**src/rtl/audio_pkg.sv**
```systemverilog
// Shared constants and types for the audio sample path: I2S frame geometry,
// sample layout and a slot-to-channel helper.
package audio_pkg;

    localparam int AUDIO_SLOTS         = 32;
    localparam int AUDIO_CH_W          = 16;
    localparam int AUDIO_SAMPLE_W      = 32;
    localparam int AUDIO_FETCH_SLOT    = 1;
    localparam int AUDIO_WS_RIGHT_SLOT = 16;
    localparam int AUDIO_SLOT_W        = $clog2(AUDIO_SLOTS);

    typedef logic [AUDIO_SLOT_W-1:0]   slot_t;
    typedef logic [AUDIO_SAMPLE_W-1:0] sample_t;

    // Word select is high for the right-channel half of the frame.
    function automatic logic is_right_slot(input slot_t slot);
        return slot >= slot_t'(AUDIO_WS_RIGHT_SLOT);
    endfunction

endpackage

```
**src/rtl/audio_sck_gen.sv**
```systemverilog
// I2S bit-clock generator: a 0..limit divider that toggles SCK at terminal
// count, plus single-cycle strobes announcing the rising and falling toggles.
module audio_sck_gen #(
    parameter int CLK_DIV_W = 8
) (
    input  logic                 clk_i,
    input  logic                 rst_i,
    input  logic                 enable_i,
    input  logic [CLK_DIV_W-1:0] clk_div_i,
    output logic                 sck_o,
    output logic                 rise_o,
    output logic                 fall_o
);

    logic [CLK_DIV_W-1:0] div_q, div_d;
    logic [CLK_DIV_W-1:0] limit_q, limit_d;
    logic [CLK_DIV_W-1:0] limit;
    logic                 sck_q, sck_d;
    logic                 run_q, run_d;
    logic                 tc;

    // Divider next state; the first half-period after idle compares against
    // clk_div_i directly, later ones against the value latched at the last toggle.
    always_comb begin
        // NOTE: every always_comb output gets a default first so no path can infer a latch.
        limit   = run_q ? limit_q : clk_div_i;
        tc      = enable_i && (div_q == limit);
        rise_o  = tc && !sck_q;
        fall_o  = tc && sck_q;
        div_d   = div_q;
        limit_d = limit_q;
        sck_d   = sck_q;
        run_d   = run_q;
        if (!enable_i) begin
            div_d   = '0;
            limit_d = '0;
            sck_d   = 1'b0;
            run_d   = 1'b0;
        end else begin
            run_d = 1'b1;
            if (!run_q || tc) begin
                limit_d = clk_div_i;
            end
            if (tc) begin
                div_d = '0;
                sck_d = !sck_q;
            end else begin
                div_d = div_q + 1'b1;
            end
        end
    end

    // Divider and bit-clock registers.
    always_ff @(posedge clk_i or posedge rst_i) begin
        if (rst_i) begin
            div_q   <= '0;
            limit_q <= '0;
            sck_q   <= 1'b0;
            run_q   <= 1'b0;
        end else begin
            // NOTE: sequential state uses non-blocking assignments so every register samples pre-edge values.
            div_q   <= div_d;
            limit_q <= limit_d;
            sck_q   <= sck_d;
            run_q   <= run_d;
        end
    end

    assign sck_o = sck_q;

endmodule

```
**src/rtl/audio_i2s_tx.sv**
```systemverilog
// Philips I2S transmitter draining the audio sample FIFO: one 32-bit stereo
// sample per 32-slot frame, MSB first with the one-bit I2S delay, bus master
// for SCK/WS. An empty FIFO at fetch time sends silence and flags underrun.
module audio_i2s_tx
    import audio_pkg::*;
#(
    parameter int CLK_DIV_W = 8
) (
    input  logic                      clk_i,
    input  logic                      rst_i,
    input  logic                      enable_i,
    input  logic [CLK_DIV_W-1:0]      clk_div_i,
    input  logic [AUDIO_SAMPLE_W-1:0] data_i,
    input  logic                      valid_i,
    output logic                      pop_o,
    output logic                      i2s_sck_o,
    output logic                      i2s_ws_o,
    output logic                      i2s_sd_o,
    output logic                      underrun_o
);

    logic    sck_rise;
    logic    sck_fall;
    slot_t   slot_q, slot_d;
    sample_t shift_q, shift_d;
    logic    ws_q, ws_d;
    logic    pop_q, pop_d;
    logic    underrun_q, underrun_d;

    audio_sck_gen #(
        .CLK_DIV_W (CLK_DIV_W)
    ) u_sck_gen (
        .clk_i     (clk_i),
        .rst_i     (rst_i),
        .enable_i  (enable_i),
        .clk_div_i (clk_div_i),
        .sck_o     (i2s_sck_o),
        .rise_o    (sck_rise),
        .fall_o    (sck_fall)
    );

    // Frame sequencing: every falling toggle moves to the next slot and either
    // fetches a new sample (entering the fetch slot) or shifts out one bit.
    always_comb begin
        slot_d     = slot_q;
        shift_d    = shift_q;
        ws_d       = ws_q;
        pop_d      = 1'b0;
        underrun_d = 1'b0;
        if (!enable_i) begin
            slot_d  = '0;
            shift_d = '0;
            ws_d    = 1'b0;
        end else if (sck_fall) begin
            slot_d = slot_q + 1'b1;
            ws_d   = is_right_slot(slot_d);
            if (slot_d == slot_t'(AUDIO_FETCH_SLOT)) begin
                if (valid_i) begin
                    shift_d = data_i;
                    pop_d   = 1'b1;
                end else begin
                    shift_d    = '0;
                    underrun_d = 1'b1;
                end
            end else begin
                shift_d = {shift_q[AUDIO_SAMPLE_W-2:0], 1'b0};
            end
        end
    end

    // Frame state and registered handshake/status outputs.
    always_ff @(posedge clk_i or posedge rst_i) begin
        if (rst_i) begin
            slot_q     <= '0;
            shift_q    <= '0;
            ws_q       <= 1'b0;
            pop_q      <= 1'b0;
            underrun_q <= 1'b0;
        end else begin
            slot_q     <= slot_d;
            shift_q    <= shift_d;
            ws_q       <= ws_d;
            pop_q      <= pop_d;
            underrun_q <= underrun_d;
        end
    end

    // A single toggle is either a rise or a fall, never both.
    always_ff @(posedge clk_i) begin
        if (!rst_i) begin
            assert (!(sck_rise && sck_fall));
        end
    end

    assign pop_o      = pop_q;
    assign underrun_o = underrun_q;
    assign i2s_ws_o   = ws_q;
    assign i2s_sd_o   = shift_q[AUDIO_SAMPLE_W-1];

endmodule

```
**config.mk**
```make
export PLATFORM = sky130hd
export DESIGN_NAME = audio_i2s_tx
export DESIGN_NICKNAME = d
export VERILOG_FILES = /design/src/rtl/audio_pkg.sv /design/src/rtl/audio_sck_gen.sv /design/src/rtl/audio_i2s_tx.sv
export SDC_FILE = /design/constraint.sdc
export NUM_CORES = 1
export LEC_CHECK = 0
export ABC_AREA = 1
export BUFFER_PORTS_ARGS = -buffer_cell sky130_fd_sc_hd__buf_2
export CAP_MARGIN = 20
export CORE_UTILIZATION = 60
export DETAILED_ROUTE_END_ITERATION = 8
export PLACE_DENSITY = 0.83
export SLEW_MARGIN = 20
export SYNTH_ARGS = -nofsm -noshare
export SYNTH_HDL_FRONTEND = slang
export SYNTH_SLANG_ARGS = --single-unit
```
**constraint.sdc**
```tcl
create_clock -name clk_i -period 2.7 [get_ports clk_i]
set_input_delay 0.405 -clock clk_i [delete_from_list [all_inputs] [get_ports clk_i]]
set_output_delay 0.405 -clock clk_i [all_outputs]
set_load 0.05 [all_outputs]
```
Yosys cells after proc, flatten, opt, wreduce, memory -nomap -nowiden
Index checks and enable logic that the tools add are counted.
{"block": "classes", "add_sub_neg": 2, "magnitude_cmp": 1, "eq_ne": 5, "n_mux": 24, "reduce_logical": 5}
{"operator": "2-to-1 mux 32 bit", "n": 4}
{"operator": "2-to-1 mux 8 bit", "n": 5}
{"operator": "2-to-1 mux 1 bit", "n": 13}
{"operator": "2-to-1 mux 5 bit", "n": 2}
{"operator": "adder 8 x 1 -> 8 bit (second input constant)", "n": 1}
{"operator": "equality test 8 bit", "n": 1}
{"operator": "!= test 2 x 1 -> 1 bit (second input constant)", "n": 3}
{"operator": "adder 5 x 1 -> 5 bit (second input constant)", "n": 1}
{"operator": "equality test 5 x 1 -> 1 bit (second input constant)", "n": 1}
{"operator": ">= comparator 5 bit (second input constant)", "n": 1}
{"operator": "logical AND 1 bit", "n": 2}
{"operator": "logical NOT 1 bit", "n": 2}
{"operator": "logical OR 1 bit", "n": 1}
{"block": "word_totals", "regBits": 58, "in_bits": 44, "wordCells": 46}

Longest topological paths before layout
Gate-level depths: netlist of run 1.
{"block": "depth", "ltp_word": 6, "mapped_depth": 13, "depth_no_buf": 11}

Hierarchy
From an unflattened synthesis of run 1, not the netlist that was laid out.
{"block": "hier_totals", "cells_unflattened": 489, "hier_area_um2": 3558.4}
{"mod": "audio_i2s_tx", "n_inst": 1, "cells_per_inst": 322, "area_each_um2": 2436.1}
{"mod": "audio_sck_gen", "n_inst": 1, "cells_per_inst": 167, "area_each_um2": 1122.3}

Worst setup path before layout of run 1
Ideal clock, no wire load.
{"block": "synth_timing", "kind": "register -> register", "startpoint": "register slot_q[4]", "endpoint": "register shift_q[31]", "setup_ns": 0.120, "t_arrival_ns": 1.563, "slack_ns": 1.017, "stages_incl_launch_ff": 11, "path_buffers": 1, "period_less_slack_ns": 1.683, "path_cell_list": "dfrtp_1 > inv_1 > nand4_1 > nand2_1 > nor2_2 > nand2_1 > buf_2 > nand2_1 > nand2_1 > nand4_1 > nand2_1"}
{"block": "synth_between", "elab_chain_len": 5}
{"item": "start, declared", "line_no": "audio_i2s_tx.sv:24", "source": "slot_t slot_q, slot_d;"}
{"item": "start signal, assigned", "line_no": "audio_i2s_tx.sv:80", "source": "slot_q <= slot_d;"}
{"item": "adder 5 x 1 -> 5 bit", "line_no": "audio_i2s_tx.sv:55", "source": "slot_d = slot_q + 1'b1;"}
{"item": "equality test 5 x 1 -> 1 bit", "line_no": "audio_i2s_tx.sv:57", "source": "if (slot_d == slot_t'(AUDIO_FETCH_SLOT)) begin"}
{"item": "2-to-1 mux 32 bit", "line_no": "audio_i2s_tx.sv:57"}
{"item": "2-to-1 mux 32 bit", "line_no": "audio_i2s_tx.sv:54", "source": "end else if (sck_fall) begin"}
{"item": "2-to-1 mux 32 bit", "line_no": "audio_i2s_tx.sv:50", "source": "if (!enable_i) begin"}
{"item": "end signal, assigned", "line_no": "audio_i2s_tx.sv:81", "source": "shift_q <= shift_d;"}
{"item": "end, declared", "line_no": "audio_i2s_tx.sv:25", "source": "sample_t shift_q, shift_d;"}
Every way passes these cells. The select of a mux whose other input is x is not followed.
A chain may end at the register's enable or synchronous reset.

Worst setup path after layout of run 1
{"block": "layout_timing", "startpoint": "register u_sck_gen.run_q", "endpoint": "register u_sck_gen.limit_q[1]"}
{"block": "layout_between", "elab_chain_len": 5, "elab_cells_between_ends": 6}
{"item": "start, declared", "line_no": "audio_sck_gen.sv:19", "source": "logic run_q, run_d;"}
{"item": "start signal, assigned", "line_no": "audio_sck_gen.sv:65", "source": "run_q <= run_d;"}
{"item": "2-to-1 mux 8 bit", "line_no": "audio_sck_gen.sv:26", "source": "limit = run_q ? limit_q : clk_div_i;"}
{"item": "equality test 8 bit", "line_no": "audio_sck_gen.sv:27", "source": "tc = enable_i && (div_q == limit);"}
{"item": "logical AND 1 bit", "line_no": "audio_sck_gen.sv:27"}
{"item": "logical OR 1 bit (*)", "line_no": "audio_sck_gen.sv:41", "source": "if (!run_q || tc) begin"}
{"item": "!= test 2 x 1 -> 1 bit (no line) (*)"}
{"item": "end signal, assigned", "line_no": "audio_sck_gen.sv:63", "source": "limit_q <= limit_d;"}
{"item": "end, declared", "line_no": "audio_sck_gen.sv:16", "source": "logic [CLK_DIV_W-1:0] limit_q, limit_d;"}
Every way passes the cells marked *; elsewhere a longest branch is shown, timed or not.

==> metrics.txt, run 1 <==
min Tclk post-route 2.33 ns; Post-CTS Repair Setup Buffers 0; ranking of synthesized cells by area dfrtp_1 (40%), nand2_1 (22%), nand4_1 (8.3%); Post-Syn Nets 545; # rows 27; Cell Area, Synth 0.00354 sq mm; Max Slew Vio Count 0; area grow syn2layout 12.2%; crit end category flop; worst path cell trace buf_4, nand2_1, nand2_1, nand2_1, nand2_1, nand2_1, nor2_1, nand2_1, nand3_1, nand2_1, nand2_1; CP startpoint u_sck_gen.run_q; GRT Total Usage 28.3%; largest net degree at the start of global routing 40; Max Cap Violations 0; Longest Clk Path Bufs 2; die area 0.00620 sq mm; Peak VDD IR around 430 uV; Final setup viols 0; Clock Skew 0.0111 ns; share of cells above drive strength 1 between 10% and 20%; Critical Path RT 2.97 ns; synthesized instance count between 400 and 500; PortBufs 48; grt ovf 0; Crit-path slowest cell dfrtp_1; Die H around 79 microns; Avg Inst Size Synth 7.10 sq um; kind of critical path reg2reg; Tcrit/Tclk final 86.3%; Slew HR between 50% and 60%; most frequent cells after synthesis nand2_1 (208), dfrtp_1 (57), nand3_1 (52), nand4_1 (47), nand3b_1 (32); FILL cells 481; Synth cell types 23; Post-synth ARST share between 90% and 100%; Final #Nets ~580; startpoint types flop; Main synth FF type dfrtp_1; post-route ant nets 0; Residual DRC 0; area fraction of the dominant cell type after synthesis 40.3%; total clock sinks between 50 and 60; Clk Latency, worst-skew pair 0.34 ns; CTS tree built; Routed WL per cell 13.6 microns; ant diodes 0; Synth Warn # 0; Max Freq 429 MHz; Iter 0 DRT Violations between 200 and 250; Clock Pin Slew Worst Setup and Hold Paths ~0.07 ns; area leader, netlist dfrtp_1; Fin. Hold Viols 0; P per Cell Area 487 mW/mm^2; Final HPWL DP 5.28 mm; antenna violations before repair 0; number of enable flip-flop cells after synthesis 0; most frequent cell after synthesis nand2_1; register area share after synthesis between 40% and 50%; IO Pins 49; first-pass GRT wire length around 14 mm; CTS resizes 0; Total Wirelength slightly above 8 mm; Slew @ Worst Pin about 0.63 ns; H-tree depth 3; setup TNS 0 ns; CTS buffer count 9; static leakage 2.24 nW; Vias 3,438; RSZ-0062 raised after global routing no; Placer Congestion 0.784; CTS Hold Buffers Added 0; reg2reg path depth 11; Final Core Density 70.8%; Clock Tree Root clkbuf_8; Die W slightly below 80 microns; status finished clean; vias in the first global route about 3.1k; worst hold path class in2async; vias per cell ~5.7; core area 0.00561 sq mm; cell mode on critical path nand2_1; drt first pass iters 5; CP arrival approximately 2.6 ns; crit-path max FO 12; Reg2Reg Launch Point u_sck_gen.run_q; #FFs+latches synth 57; Starting Density about 63%; max incr delay on CP 0.58 ns
-- sequential cells by signal (all words and copies together), names as in the netlist --
register and count:
u_sck_gen.limit_q 8, u_sck_gen.run_q 1, u_sck_gen.div_q 8, pop_o 1, shift_q 32, slot_q 5
u_sck_gen.sck_o 1, underrun_o 1
-- worst max-delay path: cells and delay by family (launching register included) --
kind	cells	cell delay, ns
and+or+nand+nor	10	1.43
DFF	1	0.58
buffers and inverters	1	0.24
-- layout by cell type (no fill, tap or decap), types with 8 or more instances in the layout --
master	instances
buf_2	48
nand3b_1	32
buf_4	8
nand2_1	208
nor2_1	11
dfrtp_1	57
nand3_1	52
nand4_1	47
clkbuf_8	12
inv_1	28
-- area by class of cell --
cell class / count / area [sq um] / share of cell area, %
Clock buffer: 14 / 173 / 4.35
Clock inverter: 2 / 35.0 / 0.883
Multi-Input combinational cell: 373 / 1790 / 45.1
Inverter: 30 / 113 / 2.84
Tap cell: 72 / 90.1 / 2.27
Sequential cell: 57 / 1430 / 35.9
Timing Repair Buffer: 58 / 340 / 8.58
-- worst paths after layout --
kind	end	slack (ns)
min in group clk_i	u_sck_gen.limit_q[4]	0.36
min reg2reg	u_sck_gen.div_q[0]	0.49
max	u_sck_gen.limit_q[1]	0.37
max in group asynchronous	u_sck_gen.div_q[2]	1.97
min	u_sck_gen.limit_q[5]	0.14
max reg2reg	u_sck_gen.limit_q[1]	0.37
-- cell families (layout without fill, tap and decap cells) --
logic type	count (synthesis)	count (layout)	synth area share, %
DFF	57	57	40.3
and+or+nand+nor	361	361	47.6
xor gates and xnor gates	5	5	1.24
adders and majority gates	3	3	1.06
buffers and inverters	68	104	9.20
AOI/OAI and AO/OA	4	4	0.602
-- per-layer routing --
metal	vias up	track usage (%)	wire length (microns)
met5	-	0	0
met3	18	8.28	435
li1	1692	-	-
met1	1610	34.4	3580
met2	118	47.0	4070
met4	0	11.3	140
-- per-stage QoR --
stage | hold slack, ns | instance area (sq um) | total power [W] | setup WS, ns | std cells
2_1_floorplan | 0.436 | 3540 | 0.00104 | 0.895 | 498
3_3_place_gp | 0.471 | 3760 | 0.00110 | 0.519 | 590
3_5_place_dp | 0.479 | 3760 | 0.00111 | 0.441 | 590
4_1_cts | 0.152 | 3970 | 0.00194 | 0.423 | 606
5_1_grt | 0.185 | 3970 | 0.00201 | 0.0964 | 606
6_report | 0.145 | 3970 | 0.00193 | 0.370 | 606
-- power breakdown --
group / switching, W / internal, W
sequential: 0.0000144 / 0.000869
clock: 0.000336 / 0.000501
combinational: 0.000132 / 0.0000801
No activity file was read; power rests on OpenSTA's default activity.
==> run 2: changes to the inputs <==
ABC_AREA = default   (was 1)
==> run 2 against run 1 <==
Net effect: core utilization rose by 1.6 points; routed wire length fell by 9.3%; cell area fell by 3.8%; maximum frequency fell by 0.25%; non-clock buffer count did not move; largest cell class unchanged; register-to-register slack barely moved; power rose by 1.0%; setup slack got worse by 0.0060 ns.
==> metrics.txt, run 2 <==
status finished clean; share of cells above drive strength 1 22.7%; worst hold margin between 0.1 and 0.15 ns; CP arrival 2.61 ns; Fin. Hold Viols 0; Final setup viols 0; Placed Cells 424; Post-synth ARST share 100%; CTS buffer count 9; Main synth FF type dfrtp_1; Placer Congestion 0.825; P per Cell Area 512 mW/mm^2; area grow syn2layout 12.9%; Avg Inst Size Synth 10.4 sq um; Clock Pin Slew Worst Setup and Hold Paths about 0.060 ns; Cell Area, Synth 0.00338 sq mm; die area roughly 0.006 sq mm; worst hold path class in2async; startpoint types flop; Vias 2,644; #FFs+latches synth between 50 and 60; Max Freq about 430 MHz; Max Cap Violations 0; Final WS setup about 0.36 ns; most frequent cell after synthesis dfrtp_1; Crit-path slowest cell dfrtp_1; most frequent cells after synthesis dfrtp_1 (57), mux2i_1 (52), and2_1 (32), a31oi_1 (31), a211oi_1 (30); cell mode on critical path mux2i_1; Clk Latency, worst-skew pair 0.36 ns; drt first pass iters 5; register area share after synthesis 42.2%; first-pass GRT wire length 12.7 mm; Total Wirelength 7.46 mm; Final Core Density 72.4%; static leakage 1.92 nW; post-synthesis compound-gate area fraction between 10% and 20%; antenna violations before repair 0; Residual DRC 0; Peak VDD IR 443 uV; ranking of synthesized cells by area dfrtp_1 (42%), mux2i_1 (15%), a211oi_1 (6.7%); kind of critical path reg2reg; Die W slightly below 80 microns; Routed WL per cell 17.0 microns; area leader, netlist dfrtp_1; CTS tree built; Iter 0 DRT Violations between 300 and 400; Max Slew Vio Count 0; crit-path max FO 32; post-route ant nets 0; DP Worst Slack 0.389 ns; vias in the first global route 2,582; largest net degree at the start of global routing 40; ant diodes 0; Critical Path RT between 2 and 3 ns; core area around 0.0053 sq mm; mux contribution to synthesized area 15.4%; Post-Syn Nets 372; max incr delay on CP about 0.61 ns; final std cells w/o fill 440; Synth cell types 38; Clock Skew 0.00784 ns; Slew HR 59.1%; setup TNS 0 ns; Synth Area in XOR/XNOR 3.63%; synthesized instance count 325; Post-Synth Adder-Cell Area 1.11%; Starting Density ~64%; RSZ-0062 raised after global routing no; Final HPWL DP between 4 and 5 mm; crit end category flop; CTS resizes 0; Synth Warn # 0; Longest Clk Path Bufs 2; Final #Nets 412; Tcrit/Tclk final 86.5%; Slew @ Worst Pin between 0.6 and 0.7 ns; max reg flops 32; IO Pins 49; worst path cell trace mux2i_1, xnor2_1, or4b_4, nor3_4, buf_12, mux2i_1; # rows 26; vias per cell between 6 and 7; min Tclk post-route roughly 2.3 ns; Top reg by flops shift_q; PortBufs 48; Largest regs shift_q x32, u_sck_gen.div_q x8, u_sck_gen.limit_q x8; total clock sinks 57; Synth Area in Simple Gates 15.7%; CTS Hold Buffers Added 0; Post-CTS Repair Setup Buffers 0; number of enable flip-flop cells after synthesis 0; H-tree depth 3; area fraction of the dominant cell type after synthesis 42.2%; grt ovf 0; main combinational cell family by area after synthesis simple AND/OR/NAND/NOR gates; commonest non-fill, non-tap cell in the layout dfrtp_1; Die H between 70 and 80 microns; Clock Tree Root clkbuf_8; GRT Total Usage 27.4%; highest-count cells in the layout ignoring fill and taps dfrtp_1 (57), mux2i_1 (52), buf_2 (48), and2_1 (32), a31oi_1 (31)
## run 2: power by group
part / total (W) / switching (W) / internal, W
registers: 0.000887 / 0.0000176 / 0.000869
logic: 0.000263 / 0.000162 / 0.000101
clock network: 0.000803 / 0.000359 / 0.000444
total: 0.00195 / 0.000539 / 0.00141
## run 2: worst max-delay path: cells and delay by family (launching register included)
| kind | cells | cell delay [ns] |
|---|---|---|
| flops | 1 | 0.61 |
| simple gates | 2 | 0.77 |
| xor+xnor | 1 | 0.16 |
| buf+inv | 1 | 0.22 |
| mux | 2 | 0.50 |
## run 2: worst paths after layout
| kind | startpoint | endpoint | slack (ns) | depth (start not counted) |
|---|---|---|---|---|
| worst max-delay path | u_sck_gen.run_q | slot_q[1] | 0.36 | 6 |
| worst max register to register | u_sck_gen.run_q | slot_q[1] | 0.36 | 6 |
| max in group asynchronous | rst_i | shift_q[27] | 1.92 | 3 |
| min in group clk_i | clk_div_i[6] | u_sck_gen.limit_q[6] | 0.30 | 3 |
| worst min-delay path | rst_i | u_sck_gen.div_q[2] | 0.12 | 2 |
| worst min register to register | u_sck_gen.limit_q[6] | u_sck_gen.limit_q[6] | 0.53 | 2 |
## run 2: kinds of logic after synthesis
logic type               after synthesis
AND/OR/NAND/NOR                       93
AO/OA/AOI/OAI                         71
flip-flops                            57
multiplexers                          52
buffers and inverters                 35
XOR/XNOR                              14
adder cells (fa/ha/maj)                3
## run 2: cell type report
class,instances,area (sq um)
clock buffers,10,138
clock inverters,6,57.6
fillers,396,1450
inverters,6,22.5
multi-input cells,233,1730
flip-flops and latches,57,1430
well taps,70,87.6
repair buffers,58,353
## run 2: through the flow
step | instance area, sq um | power (W)
after floorplan | 3380 | 0.00109
after global placement | 3620 | 0.00116
after detailed placement | 3620 | 0.00116
after CTS | 3820 | 0.00195
after global routing | 3820 | 0.00202
final | 3820 | 0.00195
## run 2: per-layer routing
| metal | part of all wire, % | GRT usage (%) | up-vias |
|---|---|---|---|
| met5 | 0 | 0 | - |
| met3 | 6.0 | 6.79 | 19 |
| li1 | - | - | 1270 |
| met2 | 48 | 41.8 | 103 |
| met1 | 44 | 37.2 | 1252 |
| met4 | 1.8 | 11.5 | 0 |
==> run 3: changes to the inputs <==
CORE_UTILIZATION = 62   (was 60)
PLACE_DENSITY = 0.86   (was 0.83)
==> run 3 against run 2 <==
Net effect: core utilization is 1.9 points higher; critical path depth unchanged; register-to-register slack improved by 0.02 ns; sequential power is essentially flat; via count is 1.0% higher; global-route usage is 0.59 points lower; cell area increased by 0.75%; clock-buffer cell count is 1 higher; cell count grew 0.23%; setup slack gained 0.024 ns; critical endpoint is now u_sck_gen.limit_q[0]; largest power group is now the clock network; highest routed layer unchanged.
==> metrics.txt, run 3 (synthesized netlist as in run 2, its figures left out) <==
Slew HR 52.8%; Longest Clk Path Bufs 2; CTS resizes 0; Critical Path RT about 3.0 ns; CP top delay family flip-flops; min Tclk post-route roughly 2.3 ns; Post-CTS Repair Setup Buffers 0; Final setup viols 0; status finished clean; Clock Skew 0.0109 ns; Iter 0 DRT Violations 286; vias in the first global route around 2.5k; cell mode on critical path mux2i_1; Routed WL per cell 16.1 microns; Final Core Density roughly 74%; area grow syn2layout 13.7%; Residual DRC 0; core area roughly 0.0052 sq mm; # rows 26; Total Wirelength 7.12 mm; Final #Nets around 410; Largest regs shift_q x32, u_sck_gen.div_q x8, u_sck_gen.limit_q x8; worst hold margin 0.257 ns; static leakage just under 2 nW; CP Depth 6; drt first pass iters 6; Critical Path End u_sck_gen.limit_q[0]; Final HPWL DP 4.49 mm; FILL cells 346; kind of critical path reg2reg; highest-count cells in the layout ignoring fill and taps dfrtp_1 (57), mux2i_1 (52), buf_2 (48), and2_1 (32), a31oi_1 (31); Crit-path slowest cell dfrtp_1; setup TNS 0 ns; Starting Density 65.4%; Fin. Hold Viols 0; startpoint types flop; max reg flops 32; crit end category flop; Reg2Reg Launch Point u_sck_gen.run_q; Final WS setup 0.387 ns; commonest non-fill, non-tap cell in the layout dfrtp_1; worst path bufs/invs 1; Tcrit/Tclk final 85.7%; Clk Latency, worst-skew pair 0.34 ns; largest net degree at the start of global routing 58; CTS buffer count 9; RSZ-0062 raised after global routing no; max incr delay on CP 0.61 ns; Die W 75.8 microns; Clock Pin Slew Worst Setup and Hold Paths 0.07 ns; Slew @ Worst Pin 0.708 ns; crit-path max FO 9; grt ovf 0; reg2reg path depth 6; antenna violations before repair 0; DP Worst Slack 0.424 ns; ant diodes 0; overall power 0.00206 W; Die H 75.8 microns; CTS tree built; flop2flop setup slack 0.39 ns; storage element area 0.00143 sq mm; Max Slew Vio Count 0; CP startpoint u_sck_gen.run_q; H-tree depth 3; IO Pins 49; Max Freq ~430 MHz; first-pass GRT wire length 11.3 mm; post-route ant nets 0; Peak VDD IR about 440 uV; CTS Hold Buffers Added 0; CP arrival 2.58 ns; vias per cell between 6 and 7; PortBufs 48; die area 0.00575 sq mm; P per Cell Area 535 mW/mm^2; Clock Tree Root clkbuf_8; worst r2r dst u_sck_gen.limit_q[0]; GRT Total Usage 26.8%; worst hold path class in2async; share of cells above drive strength 1 between 20% and 30%; Max Cap Violations 0; Top reg by flops shift_q; Vias 2,671; worst path cell trace mux2i_1, xor2_1, and4_1, a21boi_0, buf_4, mux2i_1; Multi-input gate area 0.00173 sq mm; total clock sinks 57; Placer Congestion just under 0.8
==> run 3: cell count changes in the layout (fill, tap and decap cells not counted) <==
| cell | before | now |
|---|---|---|
| buf_12 | 3 | 2 |
| buf_4 | 7 | 9 |
| bufinv_16 | 1 | 2 |
| clkinv_2 | 4 | 2 |
| clkbuf_8 | 10 | 11 |
==> run 3: worst min-delay path by stage <==
stage / from / to / slack (ns) / depth (start not counted)
3_5_place_dp: u_sck_gen.limit_q[5] / u_sck_gen.limit_q[5] / 0.53 / 2
5_1_grt: clk_div_i[4] / u_sck_gen.limit_q[4] / 0.32 / 3
4_1_cts: rst_i / shift_q[27] / 0.28 / 3
3_3_place_gp: u_sck_gen.limit_q[6] / u_sck_gen.limit_q[6] / 0.52 / 2
6_report: rst_i / shift_q[27] / 0.26 / 3
2_1_floorplan: enable_i / u_sck_gen.run_q / 0.44 / 0
==> run 3: layer usage <==
| metal | up-vias | track usage (%) | wire, microns |
|---|---|---|---|
| met5 | - | 0 | 0 |
| met4 | 0 | 11.7 | 85 |
| met3 | 9 | 5.95 | 298 |
| met2 | 82 | 43.5 | 3510 |
| met1 | 1309 | 34.6 | 3230 |
| li1 | 1271 | - | - |
==> run 3: final cells by class <==
class                           instances  share of cell area, %
Multi-Input combinational cell        233                   45.0
Sequential cell                        57                   37.1
Timing Repair Buffer                   59                   9.05
Clock buffer                           11                   3.94
Tap cell                               70                   2.28
Clock inverter                          5                   2.02
Inverter                                6                  0.586
==> run 3: metrics by stage <==
stage	instance area [sq um]	instances
2_1_floorplan	3380	325
3_3_place_gp	3620	425
3_5_place_dp	3620	425
4_1_cts	3840	441
5_1_grt	3840	441
6_report	3840	441
==> run 3: worst register-to-register path, delay by kind of cell (launching register included) <==
kind,cells,cell delay [ns]
flip-flops,1,0.61
multiplexers,2,0.55
AO/OA/AOI/OAI,1,0.47
buffers and inverters,1,0.28
AND/OR/NAND/NOR,1,0.22
XOR/XNOR,1,0.12
==> run 3: report_power, final <==
part / internal, W / total [W] / switching [W]
Combinational: 0.0000956 / 0.000254 / 0.000159
Clock: 0.000566 / 0.000919 / 0.000352
Sequential: 0.000869 / 0.000885 / 0.0000162
Total: 0.00153 / 0.00206 / 0.000527
